## src/rtl/hazard_stall_unit.sv

```systemverilog
// Decode-stage interlock: tracks recently issued producers and stalls dependent consumers.
// Also keeps a saturating stall-cycle counter and a sticky watchdog for long stall runs.
//
// state    | meaning
// ST_IDLE  | no stall in progress; run_cnt_q held at 0
// ST_STALL | consecutive stall run in progress; run_cnt_q counts its cycles
module hazard_stall_unit #(
  parameter int ADDR_W    = 3,
  parameter int LOAD_LAT  = 1,
  parameter int CNT_W     = 16,
  parameter int MAX_STALL = 8
) (
  input  logic              clk,
  input  logic              rst,
  input  logic              dec_valid,
  input  logic [ADDR_W-1:0] dec_src1,
  input  logic [ADDR_W-1:0] dec_src2,
  input  logic              dec_src1_used,
  input  logic              dec_src2_used,
  input  logic              dec_is_branch,
  input  logic              dec_is_load,
  input  logic              dec_reg_write,
  input  logic [ADDR_W-1:0] dec_dst,
  input  logic              flush,
  output logic              stall,
  output logic [CNT_W-1:0]  stall_cnt,
  output logic              stall_err
);

  localparam int D = LOAD_LAT + 1;
  localparam logic [CNT_W:0] MAX_RUN = (CNT_W+1)'(MAX_STALL);

  typedef enum logic {ST_IDLE = 1'b0, ST_STALL = 1'b1} state_t;

  typedef struct packed {
    logic              valid;
    logic              is_load;
    logic              reg_write;
    logic [ADDR_W-1:0] dst;
  } trk_t;

  trk_t             trk_q [D];
  trk_t             new_ent;
  state_t           state_q;
  logic [CNT_W-1:0] run_cnt_q;
  logic [CNT_W-1:0] stall_cnt_q;
  logic [CNT_W-1:0] stall_cnt_d;
  logic [CNT_W:0]   run_len;
  logic [D-1:0]     hit1;
  logic [D-1:0]     hit2;
  logic             hazard;
  logic             err_q;
  logic             err_hit;

  // Branches resolve in decode, so they also wait on a plain ALU result one slot away
  // and on a load for one extra slot compared to ALU consumers.
  always_comb begin
    hazard = 1'b0;
    hit1   = '0;
    hit2   = '0;
    for (int k = 0; k < D; k++) begin
      hit1[k] = dec_src1_used && trk_q[k].valid && trk_q[k].reg_write && (dec_src1 == trk_q[k].dst);
      hit2[k] = dec_src2_used && trk_q[k].valid && trk_q[k].reg_write && (dec_src2 == trk_q[k].dst);
      if ((hit1[k] || hit2[k]) &&
          (dec_is_branch ? (k == 0 || trk_q[k].is_load)
                         : (trk_q[k].is_load && k < LOAD_LAT)))
        hazard = 1'b1;
    end
  end

  assign stall = dec_valid && !flush && hazard;

  always_comb begin
    new_ent           = '0;
    new_ent.valid     = dec_valid && !stall && !flush;
    new_ent.is_load   = dec_is_load;
    new_ent.reg_write = dec_reg_write;
    new_ent.dst       = dec_dst;
  end

  // run_len includes the current cycle, so the watchdog shows up during the offending cycle.
  assign run_len     = {1'b0, run_cnt_q} + (CNT_W+1)'(1);
  assign err_hit     = stall && (run_len >= MAX_RUN);
  assign stall_cnt_d = (stall && stall_cnt_q != '1) ? stall_cnt_q + CNT_W'(1) : stall_cnt_q;

  assign stall_cnt = stall_cnt_q;
  assign stall_err = err_q || err_hit;

  always_ff @(posedge clk or negedge rst) begin
    if (!rst) begin
      for (int k = 0; k < D; k++) trk_q[k] <= '0;
      state_q     <= ST_IDLE;
      run_cnt_q   <= '0;
      stall_cnt_q <= '0;
      err_q       <= 1'b0;
    end else begin
      trk_q[0] <= new_ent;
      for (int k = 1; k < D; k++) trk_q[k] <= trk_q[k-1];
      stall_cnt_q <= stall_cnt_d;
      if (err_hit) err_q <= 1'b1;
      case (state_q)
        ST_IDLE: begin
          if (stall) begin
            state_q   <= ST_STALL;
            run_cnt_q <= CNT_W'(1);
          end
        end
        ST_STALL: begin
          if (!stall) begin
            state_q   <= ST_IDLE;
            run_cnt_q <= '0;
          end else if (run_cnt_q != '1) begin
            run_cnt_q <= run_cnt_q + CNT_W'(1);
          end
        end
        default: begin
          state_q   <= ST_IDLE;
          run_cnt_q <= '0;
        end
      endcase
    end
  end

endmodule

```

## config.mk

```make
export PLATFORM = sky130hd
export DESIGN_NAME = hazard_stall_unit
export DESIGN_NICKNAME = d
export VERILOG_FILES = /design/src/rtl/hazard_stall_unit.sv
export SDC_FILE = /design/constraint.sdc
export NUM_CORES = 1
export LEC_CHECK = 0
export CAP_MARGIN = 20
export CORE_ASPECT_RATIO = 2
export CORE_MARGIN = 1.5
export CORE_UTILIZATION = 49
export DETAILED_ROUTE_END_ITERATION = 10
export PLACE_DENSITY = 0.81
export SLEW_MARGIN = 20
export SYNTH_ARGS = -nofsm -noshare
export SYNTH_HDL_FRONTEND = slang
export SYNTH_SLANG_ARGS = --single-unit
```

## constraint.sdc

```tcl
create_clock -name clk -period 2.2 [get_ports clk]
set_input_delay 0.22 -clock clk [delete_from_list [all_inputs] [get_ports clk]]
set_output_delay 0.22 -clock clk [all_outputs]
set_load 0.01 [all_outputs]
```

==> impl_metrics.py, run 1 <==
metrics = {
    "yosys": {
        "synthAdderAreaFrac_pct": 0.987,
        "synth.distinct_cells": 55,
        "ys_seq_elements": 46,
        "synth_enable_flop_cells": 0,
        "yosys_warnings": 0,
        "avgSynthCellArea_um2": 9.75,
        "synth_fp_nets": 280,
        "dominantRegCellSynth": "dfrtp_1",
        "muxShareOfSynthArea_pct": 0.444,
        "syn_area_um2": 2540,
        "synth_xor_xnor_area_share_pct": 9.32,
        "synth-simple-area-share_pct": 24.5,
        "async_reset_ff_share_pct": 100,
        "synth_compound_area_share_pct": 15.4,
        "seq_area_frac_synth_pct": 45.4,
        "synth_top_family_by_area": "simple AND/OR/NAND/NOR gates",
        "syn_inst": 260,
    },
    "detailed_routing": {
        "wirelength_mm": 10.5,
        "final_antenna_net_count": 0,
        "first_iter_violations": 193,
        "wl_per_cell_um": 25.1,
        "vias_per_cell": 6.77,
        "drc_errors": 0,
        "dr.pass1.iters": 5,
        "vias": 2831,
    },
    "status": {
        "violations": "setup timing",
        "status": "complete, but fails checks",
    },
    "finish": {
        "fill_cells": 206,
        "fin_nets": 380,
        "multi_input_area_um2": 1630,
        "syn_to_final_growth_pct": 58.1,
        "antenna_cells": 0,
        "fin_area_um2": 4010,
        "seqCellArea_um2": 1150,
        "drive_gt1_share_pct": 39.6,
    },
    "power": {
        "power.total_mw": 1.95,
        "power_density_nw_per_um2": 487,
        "worst_ir_drop_vdd_v": 0.000683,
        "power.leakage_nw": 1.83,
    },
    "setup_path": {
        "startpoint_type": "flop",
        "worstPathMaxFanout": 7,
        "r2r_slack_ns": -0.36,
        "worstPathArrival_ns": 2.39,
        "crit_top_cell": "nand3_1",
        "endpoint_kind": "primary output",
        "critPathKind": "flop to primary output",
        "crit_family": "compound AO/OA/AOI/OAI gates",
        "slowest_stage": "dfrtp_2",
        "cp_data_required_time_ns": 1.98,
        "critPathMaxStageDelay_ns": 0.47,
        "path_buf_inv": 2,
        "worstPathCellList": "ha_4, and2_0, buf_4, nand3_1, nand3_1, a21oi_1, o21ai_1, o32a_1, buf_2",
    },
    "timing": {
        "period_share_pct": 118,
        "finalWorstSetupSlack_ns": -0.405,
        "drv_slew": 0,
        "worst_pin_slew_ns": 0.593,
        "maxSlewHeadroom_pct": 60.4,
        "skew_ns": 0.0153,
        "period_needed_ns": 2.61,
        "hold_viol_final": 0,
        "rsz0062_at_grt": "yes",
        "max_freq_ghz": 0.384,
        "setup_viol": 32,
    },
    "global_route": {
        "grt_max_degree": 47,
        "track_usage_pct": 34.1,
        "grt_antenna_before_repair": 0,
        "grt_pass1_wl_mm": 13.7,
        "grt_pass1_vias": 2775,
        "overflow": 0,
    },
    "floorplanning": {
        "die_area_um2": 5640,
        "die_w_um": 53.9,
        "die_y_um": 105,
        "num_rows": 36,
        "ios": 36,
        "core_um2": 4910,
        "initial_utilization_pct": 51.7,
    },
    "placement": {
        "place_hpwl_mm": 5.08,
        "portBuffers": 35,
        "routabilityCongestion": 0.916,
        "post_dp_cell_area_um2": 3310,
    },
    "clock_network": {
        "clockBufferDepth": 2,
        "clk_latency_ns": 0.34,
        "cts_tree": "yes",
        "htreeDepth": 2,
        "clkTransAtPathRegs_ns": 0.11,
        "cts_num_sinks": 46,
        "cts_made_buffers": 5,
        "cts_root_buf": "clkbuf_8",
    },
    "flow_run": {
        "cap_viol_max_count": 0,
    },
    "min_path": {
        "holdCritPathClass": "input pin to flop",
    },
}
-- layout make-up --
type	instances	area share (%)
timing repair buffer	107	25.2
inverter	6	0.562
tap	57	1.78
clock buffer	5	1.72
sequential	46	28.7
multi-input combinational	194	40.7
clock inverter	3	1.22
-- worst reg2reg max path, delay by kind of cell (launching register included) --
kind,cells,cell delay (ns)
xor+xnor,2,0.43
buf+inv,3,0.47
flops,1,0.41
compound gates,2,0.43
simple gates,2,0.69
-- power breakdown --
part / internal (mW) / total, mW / switching, mW / leakage [nW]
Sequential: 0.889 / 0.949 / 0.0601 / 0.594
Clock: 0.347 / 0.697 / 0.350 / 0.0563
Combinational: 0.156 / 0.306 / 0.150 / 1.18
-- layout by cell type (no fill, tap or decap), types with 3 or more instances in the layout --
cell / netlist / routed
buf_4: 1 / 54
dfrtp_1: 46 / 45
clkdlybuf4s50_1: 0 / 32
xor2_1: 24 / 24
nand2_1: 25 / 24
nand3_1: 19 / 17
buf_6: 2 / 13
a21oi_1: 21 / 9
a21oi_2: 0 / 8
nand4_1: 8 / 8
inv_1: 6 / 6
nor2_1: 12 / 6
nor3_4: 0 / 6
clkbuf_8: 0 / 5
or4_4: 2 / 4
o21ai_0: 8 / 4
and3_4: 0 / 4
nor2_4: 0 / 4
a21oi_4: 0 / 4
and4_1: 3 / 3
nand3_2: 1 / 3
nor3_1: 6 / 3
nor4_4: 0 / 3
a21o_1: 3 / 3
-- what timing repair did --
| item | in CTS | in global routing |
|---|---|---|
| resized for setup | 47 | 55 |
| setup buffers | 11 | 5 |
| setup endpoints to repair | 14 | 33 |
| hold endpoints to repair | 16 | 0 |
| pin swaps | 18 | 31 |
| hold buffers | 1 | 0 |
| gates cloned | 2 | 1 |
-- registers in the layout, summed over array words and instances (netlist names) --
signal	count
trk_q	12
run_cnt_q	16
stall_cnt	16
err_q	1
state_q	1
-- Yosys cell counts (all sizes together) (2+ instances only) --
library cell   n  share of area, %
buf            8               2.1
dfrtp         46                45
or3            2              0.49
and2           3              0.74
or4            4               1.5
o21a           3              0.89
nor3          10               2.8
nand4          9               2.5
o21ai         10               2.4
o31ai          2              0.59
and4           4               1.5
xnor2          3               1.0
o22ai          2              0.49
nand2         25               3.7
a21oi         21               4.1
xor2          24               8.3
a211oi         2               1.1
o32a           2              0.79
ha             2              0.99
clkbuf         6              0.89
inv            6              0.89
a21o           3              0.89
nor4b          2              0.69
nand3         20               4.1
a31oi          4              0.99
o22a           2              0.69
nor4           5               2.0
and3           5               1.2
nor2          12               1.8
-- cell families (layout without fill, tap and decap cells) --
group                      Yosys count  in the layout
adders and majority gates            2              2
AOI/OAI and AO/OA                   58             58
DFF                                 46             46
muxes                                1              1
buffers and inverters               20            121
and+or+nand+nor                    106            106
xor gates and xnor gates            27             27
-- layer usage --
layer,vias to the layer above,GRT usage [%],wire length (µm)
li1,1149,-,-
met1,1365,34.5,3480
met2,232,56.7,5300
met3,85,7.00,822
met4,0,25.8,890
met5,-,0,0
-- worst paths after layout --
check,from,end,depth (start not counted)
max in group asynchronous,rst,run_cnt_q[0],3
worst min register to register,trk_q[10],trk_q[4],0
min in group asynchronous,rst,trk_q[4],3
worst max register to register,trk_q[0],stall_cnt[6],9
worst max-delay path,run_cnt_q[0],stall_err,9
worst min-delay path,dec_dst[0],trk_q[6],1
-- per-stage QoR --
step / TNS [ns] / utilization (%) / worst slack [ns] / std cells / hold WS [ns]
finish: -4.97 / 81.7 / -0.405 / 418 / 0.311
global route: -6.43 / 81.7 / -0.431 / 418 / 0.307
CTS: -2.42 / 75.4 / -0.302 / 414 / 0.312
detailed placement: -9.80 / 67.4 / -0.621 / 393 / 0.355
global placement: -8.81 / 67.4 / -0.615 / 393 / 0.334
floorplan: -0.00479 / - / -0.00479 / 260 / -0.0756
Power figures use the tool's default switching activity.
==> run 2: changes to the inputs <==
- CTS_CLUSTER_DIAMETER: not set -> 40
==> results of run 2 <==
Final layout, timing and power as in run 1 (identical DEF).
==> run 3: changes to the inputs <==
- SLEW_MARGIN: 20 -> not set
==> results of run 3 <==
Final layout, timing and power as in run 1 (identical DEF).
